### config.mk
export PLATFORM = sky130hd
export DESIGN_NAME = pipeline_latches
export DESIGN_NICKNAME = d
export VERILOG_FILES = /design/src/rtl/cpu_types_pkg.sv /design/src/rtl/pipe_reg.sv /design/src/rtl/pipeline_latches.sv
export SDC_FILE = /design/constraint.sdc
export NUM_CORES = 1
export LEC_CHECK = 0
export ABC_AREA = 1
export ABC_CLOCK_PERIOD_IN_PS = 17300
export CAP_MARGIN = 25
export CORE_AREA = 2 2 312 314
export DETAILED_ROUTE_END_ITERATION = 12
export DIE_AREA = 0 0 314 316
export GPL_TIMING_DRIVEN = 1
export SLEW_MARGIN = 10
export SYNTH_ARGS = -nofsm -noshare
export SYNTH_HDL_FRONTEND = slang
export SYNTH_SLANG_ARGS = --single-unit
### constraint.sdc
create_clock -name CLK -period 17.3 [get_ports CLK]
set_input_delay 1.73 -clock CLK [delete_from_list [all_inputs] [get_ports CLK]]
set_output_delay 1.73 -clock CLK [all_outputs]
set_load 0.05 [all_outputs]
### src/rtl/cpu_types_pkg.sv
// Shared CPU scalar types used by the pipeline latch bank.
package cpu_types_pkg;
    typedef logic [4:0]  regbits_t;
    typedef logic [5:0]  opcode_t;
    typedef logic [31:0] word_t;
endpackage

### src/rtl/pipe_reg.sv
// One pipeline latch: flush bubbles to zero, else enable loads, else hold.
module pipe_reg #(
    parameter int W = 32
) (
    input  logic         clk,
    input  logic         rst,
    input  logic         en,
    input  logic         flush,
    input  logic [W-1:0] d,
    output logic [W-1:0] q,
    output logic         valid
);
    always_ff @(posedge clk or posedge rst) begin
        if (rst) begin
            q     <= '0;
            valid <= 1'b0;
        end else if (flush) begin
            q     <= '0;
            valid <= 1'b0;
        end else if (en) begin
            q     <= d;
            valid <= 1'b1;
        end
    end
endmodule

### src/rtl/pipeline_latches.sv
// IF/ID, ID/EX, EX/MEM and MEM/WB latches with sticky halt and stall/flush counters.
module pipeline_latches
    import cpu_types_pkg::*;
#(
    parameter int IDEX_W  = 128,
    parameter int EXMEM_W = 96,
    parameter int MEMWB_W = 64
) (
    input  logic               CLK,
    input  logic               RST,
    input  logic               IFID_enable,
    input  logic               IDEX_enable,
    input  logic               EXMEM_enable,
    input  logic               MEMWB_enable,
    input  logic               IFID_flush,
    input  logic               IDEX_flush,
    input  logic               EXMEM_flush,
    input  word_t              if_instr,
    input  word_t              if_npc,
    input  logic [IDEX_W-1:0]  id_payload,
    input  regbits_t           id_wsel,
    input  opcode_t            id_op,
    input  logic [EXMEM_W-1:0] ex_payload,
    input  regbits_t           ex_wsel,
    input  opcode_t            ex_op,
    input  logic               ex_halt,
    input  logic [MEMWB_W-1:0] mem_payload,
    output word_t              ifid_instr,
    output word_t              ifid_npc,
    output logic               ifid_valid,
    output logic [IDEX_W-1:0]  idex_payload,
    output regbits_t           idex_wsel,
    output opcode_t            idex_op,
    output logic               idex_valid,
    output logic [EXMEM_W-1:0] exmem_payload,
    output regbits_t           exmem_wsel,
    output opcode_t            exmem_op,
    output logic               exmem_halt,
    output logic               exmem_valid,
    output logic [MEMWB_W-1:0] memwb_payload,
    output regbits_t           memwb_wsel,
    output logic               memwb_valid,
    output logic               halt,
    output logic [15:0]        stall_cnt,
    output logic [15:0]        flush_cnt
);
    localparam int IFID_BITS  = 64;
    localparam int IDEX_BITS  = IDEX_W + 5 + 6;
    localparam int EXMEM_BITS = EXMEM_W + 5 + 6 + 1;
    localparam int MEMWB_BITS = MEMWB_W + 5 + 1 + 1;

    logic ifid_en, idex_en, exmem_en, memwb_en;
    logic ifid_fl, idex_fl, exmem_fl;
    logic memwb_loaded;
    logic memwb_carried_valid;
    logic memwb_carried_halt;

    // Once halted, every latch freezes regardless of the hazard unit.
    assign ifid_en  = IFID_enable  & ~halt;
    assign idex_en  = IDEX_enable  & ~halt;
    assign exmem_en = EXMEM_enable & ~halt;
    assign memwb_en = MEMWB_enable & ~halt;
    assign ifid_fl  = IFID_flush   & ~halt;
    assign idex_fl  = IDEX_flush   & ~halt;
    assign exmem_fl = EXMEM_flush  & ~halt;

    pipe_reg #(.W(IFID_BITS)) u_ifid (
        .clk   (CLK),
        .rst   (RST),
        .en    (ifid_en),
        .flush (ifid_fl),
        .d     ({if_instr, if_npc}),
        .q     ({ifid_instr, ifid_npc}),
        .valid (ifid_valid)
    );

    pipe_reg #(.W(IDEX_BITS)) u_idex (
        .clk   (CLK),
        .rst   (RST),
        .en    (idex_en),
        .flush (idex_fl),
        .d     ({id_payload, id_wsel, id_op}),
        .q     ({idex_payload, idex_wsel, idex_op}),
        .valid (idex_valid)
    );

    pipe_reg #(.W(EXMEM_BITS)) u_exmem (
        .clk   (CLK),
        .rst   (RST),
        .en    (exmem_en),
        .flush (exmem_fl),
        .d     ({ex_payload, ex_wsel, ex_op, ex_halt}),
        .q     ({exmem_payload, exmem_wsel, exmem_op, exmem_halt}),
        .valid (exmem_valid)
    );

    // MEM/WB carries the EX/MEM valid and halt along so bubbles stay bubbles.
    pipe_reg #(.W(MEMWB_BITS)) u_memwb (
        .clk   (CLK),
        .rst   (RST),
        .en    (memwb_en),
        .flush (1'b0),
        .d     ({mem_payload, exmem_wsel, exmem_valid, exmem_halt}),
        .q     ({memwb_payload, memwb_wsel, memwb_carried_valid, memwb_carried_halt}),
        .valid (memwb_loaded)
    );

    assign memwb_valid = memwb_loaded & memwb_carried_valid;

    always_ff @(posedge CLK or posedge RST) begin
        if (RST) begin
            halt <= 1'b0;
        end else if (memwb_valid && memwb_carried_halt) begin
            halt <= 1'b1;
        end
    end

    always_ff @(posedge CLK or posedge RST) begin
        if (RST) begin
            stall_cnt <= '0;
            flush_cnt <= '0;
        end else begin
            if (!IFID_enable && !IFID_flush && !halt && stall_cnt != 16'hFFFF) begin
                stall_cnt <= stall_cnt + 16'd1;
            end
            // Counted once per cycle, however many latches flush together.
            if ((IFID_flush || IDEX_flush || EXMEM_flush) && !halt && flush_cnt != 16'hFFFF) begin
                flush_cnt <= flush_cnt + 16'd1;
            end
        end
    end
endmodule

==> summary.txt, run 1 <==
Layout
  • Synth-to-Final Area Change: 62.3%
  • Non-Filler Instances: 3,892
  • Register area: 0.0105 mm2
  • Most common cell after layout, fill and taps aside: clkdlybuf4s50_1
  • Design area: 0.0284 mm2
  • Final #Nets: 2,963
  • # fillers: 10.0k
  • Area of the multi-input gates: 0.00597 mm2
  • Share of layout cells above drive strength 1: 7.38%
  • Fin util: 29.5%
  • Most frequent cells in the layout: clkdlybuf4s50_1 (800), dfrtp_1 (418), nand2_1 (382)

Pwr
  • Logic pwr share: 52.1%
  • Peak VDD IR: 0.117 mV
  • Lkg Pwr: 12.3 nW
  • Pwr Total: 5.52 mW
  • Clock Power Share: 19.2%
  • P_sw: 2.62 mW
  • Reg power frac: 28.7%
  • Internal Power: 2.90 mW
  • Pwr per Cell Area: 195 mW/mm2
  • Switching share of power: 47.5%

Clocking
  • Post-CTS Setup Bufs: 0
  • PostCTS Resize Cnt: 0
  • H-Tree Depth: 2
  • Clock sink total: 419
  • Post-CTS Hold Buffers: 0
  • Root Buffer: clkbuf_16
  • CTS tree: built
  • Clk_lat worst skew: 0.61 ns
  • CTS Buffer Depth: 3
  • Clock-pin slew on the worst setup and hold paths: 0.06 ns
  • Number of CTS-inserted buffers: 50

Min path
  • Hold crit path type: reg -> reg

Route
  • First-pass DRT Iterations: 5
  • Routed WL: 66,600 um
  • Wire per inst: 17.1 um
  • Initial detailed-routing violation count: 954
  • Via density: 4.12
  • Antenna-violating nets left: 0
  • Via count: 16.1k
  • Drc violations: 0

Setup path
  • WP data arrival: 5.04 ns
  • Cell family with the largest share of critical-path delay: buffers and inverters
  • Critical Path RT: 17.89 ns
  • Critical path's slowest cell: buf_4
  • Crit. End Element: async pin
  • Critical path startpoint category: input pin
  • Worst path cell trace: clkdlybuf4s50_1 > inv_8 > buf_4 > buf_16 > buf_4 > buf_4
  • CP Max Fanout: 81
  • Setup CP Type: in -> async
  • Most used cell, CP: buf_4
  • Largest stage delay, worst path: 0.82 ns
  • CP Buf/Inv Count: 6

Timing
  • Minimum clock period: 4.45 ns
  • Final setup skew: 0.0168 ns
  • Period utilization: 25.7%
  • Worst slew pin tran: 0.958 ns
  • Hold slack final: 0.474 ns
  • Final Hold Vio Count: 0
  • Final setup margin: 12.85 ns
  • Unrepaired setup endpoints after global routing: no
  • FMAX: 0.224 GHz
  • Final Max Slew Viols: 0
  • Worst slew margin: 36.1%
  • Fin Setup TNS: 0 ns
  • Setup Viol. Count Final: 0

Place
  • Placer Congestion: 0.810
  • Port Buffer Count: 800
  • Placed Area: 0.0267 mm2
  • Setup WS pre-CTS: 11.75 ns
  • Placed cells: 3,800
  • Detail Placement HPWL: 46,600 um

Synthesis
  • Gate Count Post-Synth: 1,841
  • Post-synthesis cell area: 0.0175 mm2
  • Yosys reg bits: 419
  • Synth warn: 0
  • Syn Area/Cell: 9.49 um2
  • Synthesized Nets: 2,227
  • Netlist cell types: 29
  • Register area share after synthesis: 60.0%

Flow run
  • MaxCap Viol Count: 0

Floorplanning
  • Die Area: 0.0992 mm2
  • DIE HEIGHT: 316 um
  • Initial core utilization: 18.2%
  • Core area: 0.0960 mm2
  • FP Rows: 114
  • Ports: 801
  • Die Width: 314 um

Global routing
  • Vias in the first global route: 16.2k
  • Global route overflow: 0
  • Largest net degree at the start of global routing: 162
  • Initial antenna violation count: 6
  • First-pass GRT wire length: 99,700 um
  • Gr usage total: 12.8%

Outcome
  • Run status: finished clean
## worst reg2reg max path, stage by stage, from the launching register on
cell and delay, ns:
dfrtp_4 0.91, inv_2 0.33, nand2_2 0.62, buf_4 0.62, mux2_2 0.44
## flip-flops by register name (all words and copies together), names as in the netlist, 16 cells and up
signal,flops
flush_cnt,16
stall_cnt,16
u_exmem.q,108
u_idex.q,139
u_ifid.q,64
u_memwb.q,71
## cell type report
| type | count | share of cell area (%) |
|---|---|---|
| sequential | 419 | 37.0 |
| timing repair buffer | 824 | 29.1 |
| multi-input combinational | 1179 | 21.1 |
| tap | 1276 | 5.63 |
| clock buffer | 82 | 5.56 |
| inverter | 103 | 1.40 |
| clock inverter | 7 | 0.212 |
| antenna | 2 | 0.0177 |
## path summary, 6_finish.rpt
| check | slack, ns | start | cells past startpoint | end |
|---|---|---|---|---|
| min reg2reg | 0.47 | u_memwb.valid | 2 | u_memwb.valid |
| min | 0.47 | u_memwb.valid | 2 | u_memwb.valid |
| max | 12.85 | RST | 6 | u_idex.q[134] |
| max in group CLK | 13.12 | halt | 1 | halt |
| max reg2reg | 14.27 | halt | 4 | u_memwb.q[70] |
| min in group asynchronous | 1.60 | RST | 2 | u_memwb.q[62] |
## power groups by stage
stage	logic, mW	registers, mW	clock network, mW
after detailed placement	2.90	1.59	0
after floorplan	0.550	2.84	0
after global placement	2.89	1.58	0
final	2.88	1.58	1.06
after CTS	2.91	1.58	1.10
after global routing	3.03	1.63	1.14
## synthesized netlist by cell type
cell type  number  area, um2
nor3_1          1       5.00
xnor2_1         6       52.6
nand4_1         5       31.3
nand2_2         5       31.3
buf_2          40        200
xor2_1          5       43.8
o21ai_1         2       10.0
clkbuf_1       73        274
buf_4           9       67.6
nand3b_1        8       60.1
nor2_2          5       31.3
dfrtp_1       419      10500
ha_1            2       25.0
buf_1          12       45.0
nor2_1         33        124
o21ai_2         2       17.5
o21ai_0       326       1630
inv_2           4       15.0
inv_1          99        372
nand3_2         3       30.0
mux2_2         66        743
nand2_4         1       11.3
o21ai_4         1       16.3
clkbuf_2        1       5.00
nand3_1       322       1610
buf_6           5       56.3
nand2_1       382       1430
a21oi_2         1       8.76
nor2_4          3       33.8
## metal layers
layer	share of wire [%]	GRT usage, %	up-vias	routed length [um]
met5	0.078	0	-	52
met3	8.5	4.47	94	5690
met4	2.5	3.74	8	1690
li1	-	-	7589	-
met1	42	16.1	7777	27800
met2	47	20.8	582	31400
## cells by family (layout without fill, tap and decap cells)
logic type,Yosys count,in the layout,synth area share (%)
buffers and inverters,243,1016,5.92
and+or+nand+nor,768,768,19.5
DFF,419,419,60.0
muxes,66,66,4.25
adders and majority gates,2,2,0.143
xor gates and xnor gates,11,11,0.551
AOI/OAI and AO/OA,332,332,9.64
other,0,2,0
(Power assumes the default switching activity.)
==> run 2: changes to the inputs <==
- ABC_CLOCK_PERIOD_IN_PS: 17300 -> 3570
- CORE_AREA: 2 2 312 314 -> 2 2 309 311
- DIE_AREA: 0 0 314 316 -> 0 0 311 313
- clock period: 17.3 -> 3.57 ns (I/O delays scaled with it)
==> summary.txt, run 2 (same netlist as run 1, synthesis figures left out) <==
Timing
  • Worst slew pin tran: 1.02 ns (was 0.958 ns)
  • Final Hold Vio Count: 0 (unchanged)
  • Period utilization: 76.8%
  • Minimum clock period: 2.74 ns
  • Worst slew margin: 31.9% (was 36.1%)
  • Fin Setup TNS: 0 ns (unchanged)
  • Unrepaired setup endpoints after global routing: no (unchanged)
  • Final setup skew: 0.0224 ns (was 0.0168 ns)
  • Final Max Slew Viols: 0 (unchanged)
  • Setup Viol. Count Final: 0 (unchanged)
  • FMAX: 0.365 GHz
  • Final setup margin: 0.827 ns (was 12.85 ns)

Layout
  • Largest Register: u_idex.q (unchanged)
  • Max FFs per register: 139 (unchanged)
  • Most frequent cells in the layout: clkdlybuf4s50_1 (800), dfrtp_1 (418), nand2_1 (382) (unchanged)
  • Antenna Cells: 0 (was 2)
  • Largest regs: u_idex.q (139), u_exmem.q (108), u_memwb.q (71) (unchanged)
  • Synth-to-Final Area Change: 64.0% (was 62.3%)
  • Share of layout cells above drive strength 1: 7.97% (was 7.38%)
  • Most common cell after layout, fill and taps aside: clkdlybuf4s50_1 (unchanged)
  • Non-Filler Instances: 3,888 (was 3,892)
  • Design area: 0.0286 mm2 (was 0.0284 mm2)
  • Final #Nets: 2,970 (was 2,963)

Setup path
  • R2R cell count: 4 (unchanged)
  • R2r setup slk: 1.20 ns (was 14.27 ns)
  • Largest stage delay, worst path: 0.93 ns (was 0.82 ns)
  • Crit path depth: 1 (was 6)
  • CP Buf/Inv Count: 1 (was 6)
  • Reg2reg start: halt (unchanged)
  • Critical path startpoint category: flip-flop (was input pin)
  • WP data arrival: 2.39 ns (was 5.04 ns)
  • Worst path cell trace: clkdlybuf4s50_1 (was clkdlybuf4s50_1 > inv_8 > buf_4 > buf_16 > buf_4 > buf_4)
  • Cell family with the largest share of critical-path delay: buffers and inverters (unchanged)
  • Critical Path RT: 3.21 ns (was 17.89 ns)
  • CP Max Fanout: 41 (was 81)
  • Critical path's slowest cell: clkdlybuf4s50_1 (was buf_4)
  • Setup CP Type: reg -> out (was in -> async)
  • Crit. End Element: output port (was async pin)
  • Worst flop-to-flop path endpoint: u_memwb.q[12] (was u_memwb.q[70])

Floorplanning
  • Core area: 0.0942 mm2 (was 0.0960 mm2)
  • Die Area: 0.0973 mm2 (was 0.0992 mm2)
  • Ports: 801 (unchanged)
  • DIE HEIGHT: 313 um (was 316 um)
  • Die Width: 311 um (was 314 um)
  • FP Rows: 113 (was 114)
  • Initial core utilization: 18.6% (was 18.2%)

Pwr
  • Pwr per Cell Area: 948 mW/mm2 (was 195 mW/mm2)
  • Pwr Total: 27.2 mW (was 5.52 mW)
  • Lkg Pwr: 12.4 nW (was 12.3 nW)
  • Peak VDD IR: 0.648 mV (was 0.117 mV)

Outcome
  • Run status: finished clean (unchanged)

Flow run
  • MaxCap Viol Count: 0 (unchanged)

Clocking
  • CTS tree: built (unchanged)
  • Root Buffer: clkbuf_16 (unchanged)
  • Clock sink total: 419 (unchanged)
  • Clock-pin slew on the worst setup and hold paths: 0.06 ns (about the same)
  • Number of CTS-inserted buffers: 50 (unchanged)
  • Clk_lat worst skew: 0.61 ns (about the same)
  • Post-CTS Hold Buffers: 0 (unchanged)
  • H-Tree Depth: 2 (unchanged)
  • PostCTS Resize Cnt: 0 (unchanged)
  • Post-CTS Setup Bufs: 0 (unchanged)
  • CTS Buffer Depth: 3 (unchanged)

Place
  • Port Buffer Count: 800 (unchanged)
  • Placer Congestion: 0.832 (was 0.810)
  • Setup WS pre-CTS: 1.06 ns (was 11.75 ns)
  • Placed cells: 3,797 (was 3,800)
  • Detail Placement HPWL: 47,600 um (was 46,600 um)
  • Placed Area: 0.0268 mm2 (was 0.0267 mm2)

Global routing
  • First-pass GRT wire length: 102,000 um (was 99,700 um)
  • Vias in the first global route: 16.5k (was 16.2k)
  • Initial antenna violation count: 4 (was 6)
  • Largest net degree at the start of global routing: 141 (was 162)
  • Global route overflow: 0 (unchanged)
  • Gr usage total: 13.3% (was 12.8%)

Route
  • Initial detailed-routing violation count: 991 (was 954)
  • Via density: 4.14 (was 4.12)
  • First-pass DRT Iterations: 7 (was 5)
  • Antenna-violating nets left: 0 (unchanged)
  • Routed WL: 67,300 um (was 66,600 um)
  • Drc violations: 0 (unchanged)
  • Via count: 16.1k (about the same)
  • Wire per inst: 17.3 um (was 17.1 um)

Min path
  • Hold crit path type: in -> async (was reg -> reg)
run 2: cell type report:
type                            count  area [um2]
Clock buffer                       76        1560
Fill cell                        9854       65500
Inverter                          103         394
Timing Repair Buffer              831        8400
Tap cell                         1265        1580
Multi-Input combinational cell   1179        5980
Sequential cell                   419       10500
Clock inverter                     15         236
run 2: worst reg2reg max path: stages, from the launching register on:
cell	delay, ns
dfrtp_4	0.84
inv_2	0.26
nand2_4	0.41
buf_12	0.30
mux2_2	0.42
run 2: per-layer routing:
layer  vias to the layer above  routed length, um  GRT usage, %
met1                      7794              26900          15.7
met5                         -                 40             0
met2                       598              32900          22.7
met4                         6               2120          4.57
li1                       7606                  -             -
met3                       110               5260          4.44
run 2: report_power, final:
part	switching, mW	internal [mW]	leakage, nW
Combinational	9.48	4.47	6.18
Sequential	1.11	6.56	5.36
Clock	2.11	3.44	0.880
Total	12.7	14.5	12.4
run 2: worst max path at each step:
stage / start / slack (ns) / to
5_1_grt: halt / 0.70 / halt
2_1_floorplan: RST / -2.44 / flush_cnt[0]
4_1_cts: halt / 0.71 / halt
3_5_place_dp: EXMEM_flush / 1.06 / u_exmem.q[71]
6_report: halt / 0.83 / halt
3_3_place_gp: EXMEM_flush / 1.11 / u_exmem.q[100]
run 2: per-stage QoR:
stage	hold slack, ns	utilization [%]
2_1_floorplan	0.434	-
3_3_place_gp	0.450	28.5
3_5_place_dp	0.455	28.5
4_1_cts	0.0733	30.4
5_1_grt	0.0929	30.4
6_report	0.120	30.4
==> run 3: changes to the inputs <==
- ABC_CLOCK_PERIOD_IN_PS: 3570 -> 2360
- clock period: 3.57 -> 2.36 ns (I/O delays scaled with it)
==> summary.txt, run 3 (same netlist as run 1, synthesis figures left out) <==
Outcome
  • Run status: finished clean (unchanged)

Timing
  • Setup Viol. Count Final: 0 (unchanged)
  • FMAX: 0.454 GHz
  • Final Max Slew Viols: 0 (unchanged)
  • Final setup skew: 0.0145 ns (was 0.0224 ns)
  • Period utilization: 93.4%
  • Worst slew pin tran: 0.799 ns (was 1.02 ns)
  • Hold slack final: 0.180 ns (was 0.120 ns)
  • Unrepaired setup endpoints after global routing: no (unchanged)
  • Minimum clock period: 2.20 ns
  • Worst slew margin: 46.7% (was 31.9%)
  • Final Hold Vio Count: 0 (unchanged)

Clocking
  • Clock-pin slew on the worst setup and hold paths: 0.06 ns (about the same)
  • H-Tree Depth: 2 (unchanged)
  • Clock sink total: 419 (unchanged)
  • CTS Buffer Depth: 3 (unchanged)
  • Clk_lat worst skew: 0.60 ns (was 0.61 ns)
  • Post-CTS Setup Bufs: 0 (unchanged)
  • Root Buffer: clkbuf_16 (unchanged)
  • CTS tree: built (unchanged)
  • Number of CTS-inserted buffers: 50 (unchanged)

Flow run
  • MaxCap Viol Count: 0 (unchanged)

Setup path
  • Cell family with the largest share of critical-path delay: buffers and inverters (unchanged)
  • Critical path's slowest cell: clkdlybuf4s50_1 (unchanged)
  • Setup CP Type: reg -> out (unchanged)
  • Critical path startpoint category: flip-flop (unchanged)
  • Largest stage delay, worst path: 0.90 ns (was 0.93 ns)
  • Critical Path RT: 2.12 ns (was 3.21 ns)
  • CP Max Fanout: 6 (was 41)
  • Worst path cell trace: clkdlybuf4s50_1 (unchanged)
  • Crit. End Element: output port (unchanged)
  • CP Buf/Inv Count: 1 (unchanged)
  • WP data arrival: 1.97 ns (was 2.39 ns)

Layout
  • # fillers: 9,855 (was 9,854)
  • Fin util: 30.6% (was 30.4%)
  • Most common cell after layout, fill and taps aside: clkdlybuf4s50_1 (unchanged)
  • Final #Nets: 2,991 (was 2,970)
  • Largest regs: u_idex.q (139), u_exmem.q (108), u_memwb.q (71) (unchanged)
  • Antenna Cells: 0 (unchanged)
  • Largest Register: u_idex.q (unchanged)
  • Share of layout cells above drive strength 1: 8.47% (was 7.97%)
  • Non-Filler Instances: 3,909 (was 3,888)
  • Synth-to-Final Area Change: 64.7% (was 64.0%)
  • Most frequent cells in the layout: clkdlybuf4s50_1 (799), dfrtp_1 (418), nand2_1 (382) (was clkdlybuf4s50_1 (800), dfrtp_1 (418), nand2_1 (382))
  • Area of the multi-input gates: 0.00598 mm2 (unchanged)
  • Register area: 0.0105 mm2 (unchanged)
  • Max FFs per register: 139 (unchanged)

Pwr
  • Peak VDD IR: 0.908 mV (was 0.648 mV)
  • Logic pwr share: 52.8% (was 51.3%)
  • Pwr per Cell Area: 1410 mW/mm2 (was 948 mW/mm2)
  • P_sw: 19.2 mW (was 12.7 mW)
  • Reg power frac: 28.5% (was 28.2%)
  • Switching share of power: 47.5% (was 46.7%)
  • Clock Power Share: 18.7% (was 20.4%)
  • Pwr Total: 40.5 mW (was 27.2 mW)
  • Internal Power: 21.2 mW (was 14.5 mW)
  • Lkg Pwr: 12.5 nW (was 12.4 nW)

Global routing
  • Global route overflow: 0 (unchanged)
  • Initial antenna violation count: 4 (unchanged)
  • Vias in the first global route: 16.6k (was 16.5k)
  • First-pass GRT wire length: 102,000 um (about the same)
  • Largest net degree at the start of global routing: 141 (unchanged)
  • Gr usage total: 13.3% (about the same)

Route
  • Via density: 4.13 (was 4.14)
  • Initial detailed-routing violation count: 962 (was 991)
  • Drc violations: 0 (unchanged)
  • Wire per inst: 17.2 um (was 17.3 um)
  • First-pass DRT Iterations: 5 (was 7)
  • Routed WL: 67,400 um (was 67,300 um)
  • Antenna-violating nets left: 0 (unchanged)
  • Via count: 16.1k (about the same)

Place
  • Port Buffer Count: 800 (unchanged)
  • Detail Placement HPWL: 48,300 um (was 47,600 um)
  • Placed cells: 3,817 (was 3,797)
  • Placer Congestion: 0.859 (was 0.832)

Floorplanning
  • DIE HEIGHT: 313 um (unchanged)
  • Die Width: 311 um (unchanged)
  • Core area: 0.0942 mm2 (unchanged)
  • Initial core utilization: 18.6% (unchanged)
  • Ports: 801 (unchanged)
  • FP Rows: 113 (unchanged)
  • Die Area: 0.0973 mm2 (unchanged)

Min path
  • Hold crit path type: in -> reg (was in -> async)
## run 3: per-layer routing
layer	track usage [%]	vias to the layer above	wire, um
met4	4.52	8	2060
met5	0	-	48
met2	22.3	602	32200
met1	16.0	7787	27600
met3	4.69	110	5430
li1	-	7642	-
## run 3: power groups by stage
stage	sequential [mW]	combinational, mW	clock [mW]
2_1_floorplan	20.8	4.03	0
3_3_place_gp	11.5	21.5	0
3_5_place_dp	11.6	21.5	0
4_1_cts	11.5	21.6	7.86
5_1_grt	11.9	22.4	8.13
6_report	11.5	21.4	7.57
## run 3: repair_timing
item                                    in CTS  in global routing
endpoints found under the setup margin       1                  0
endpoints found under the hold margin        9                  0
hold buffers                                 1                  0
gates resized for setup                      1                  0
## run 3: layout make-up
cell class	count	share of cell area, %
clock inverter	15	0.413
sequential	419	36.5
inverter	103	1.37
timing repair buffer	852	30.3
multi-input combinational	1179	20.8
clock buffer	76	5.14
tap	1265	5.50
## run 3: path summary, 6_finish.rpt
kind / startpoint / endpoint / cells after the start / slack (ns)
min in group asynchronous: RST / u_idex.q[51] / 3 / 0.59
worst max register to register: flush_cnt[0] / flush_cnt[8] / 7 / 0.55
worst min-delay path: ex_payload[35] / u_exmem.q[47] / 3 / 0.18
worst max-delay path: flush_cnt[12] / flush_cnt[12] / 1 / 0.16
max in group asynchronous: RST / u_exmem.q[37] / 5 / 0.94
worst min register to register: u_memwb.valid / u_memwb.valid / 2 / 0.47
## run 3: stage by stage
step / cell area, um2 / worst slack (ns) / setup TNS [ns]
floorplan: 17500 / -3.53 / -1478.03
global placement: 27200 / 0.186 / 0
detailed placement: 27200 / 0.198 / 0
CTS: 28800 / 0.0767 / 0
global route: 28800 / 0.0552 / 0
finish: 28800 / 0.156 / 0
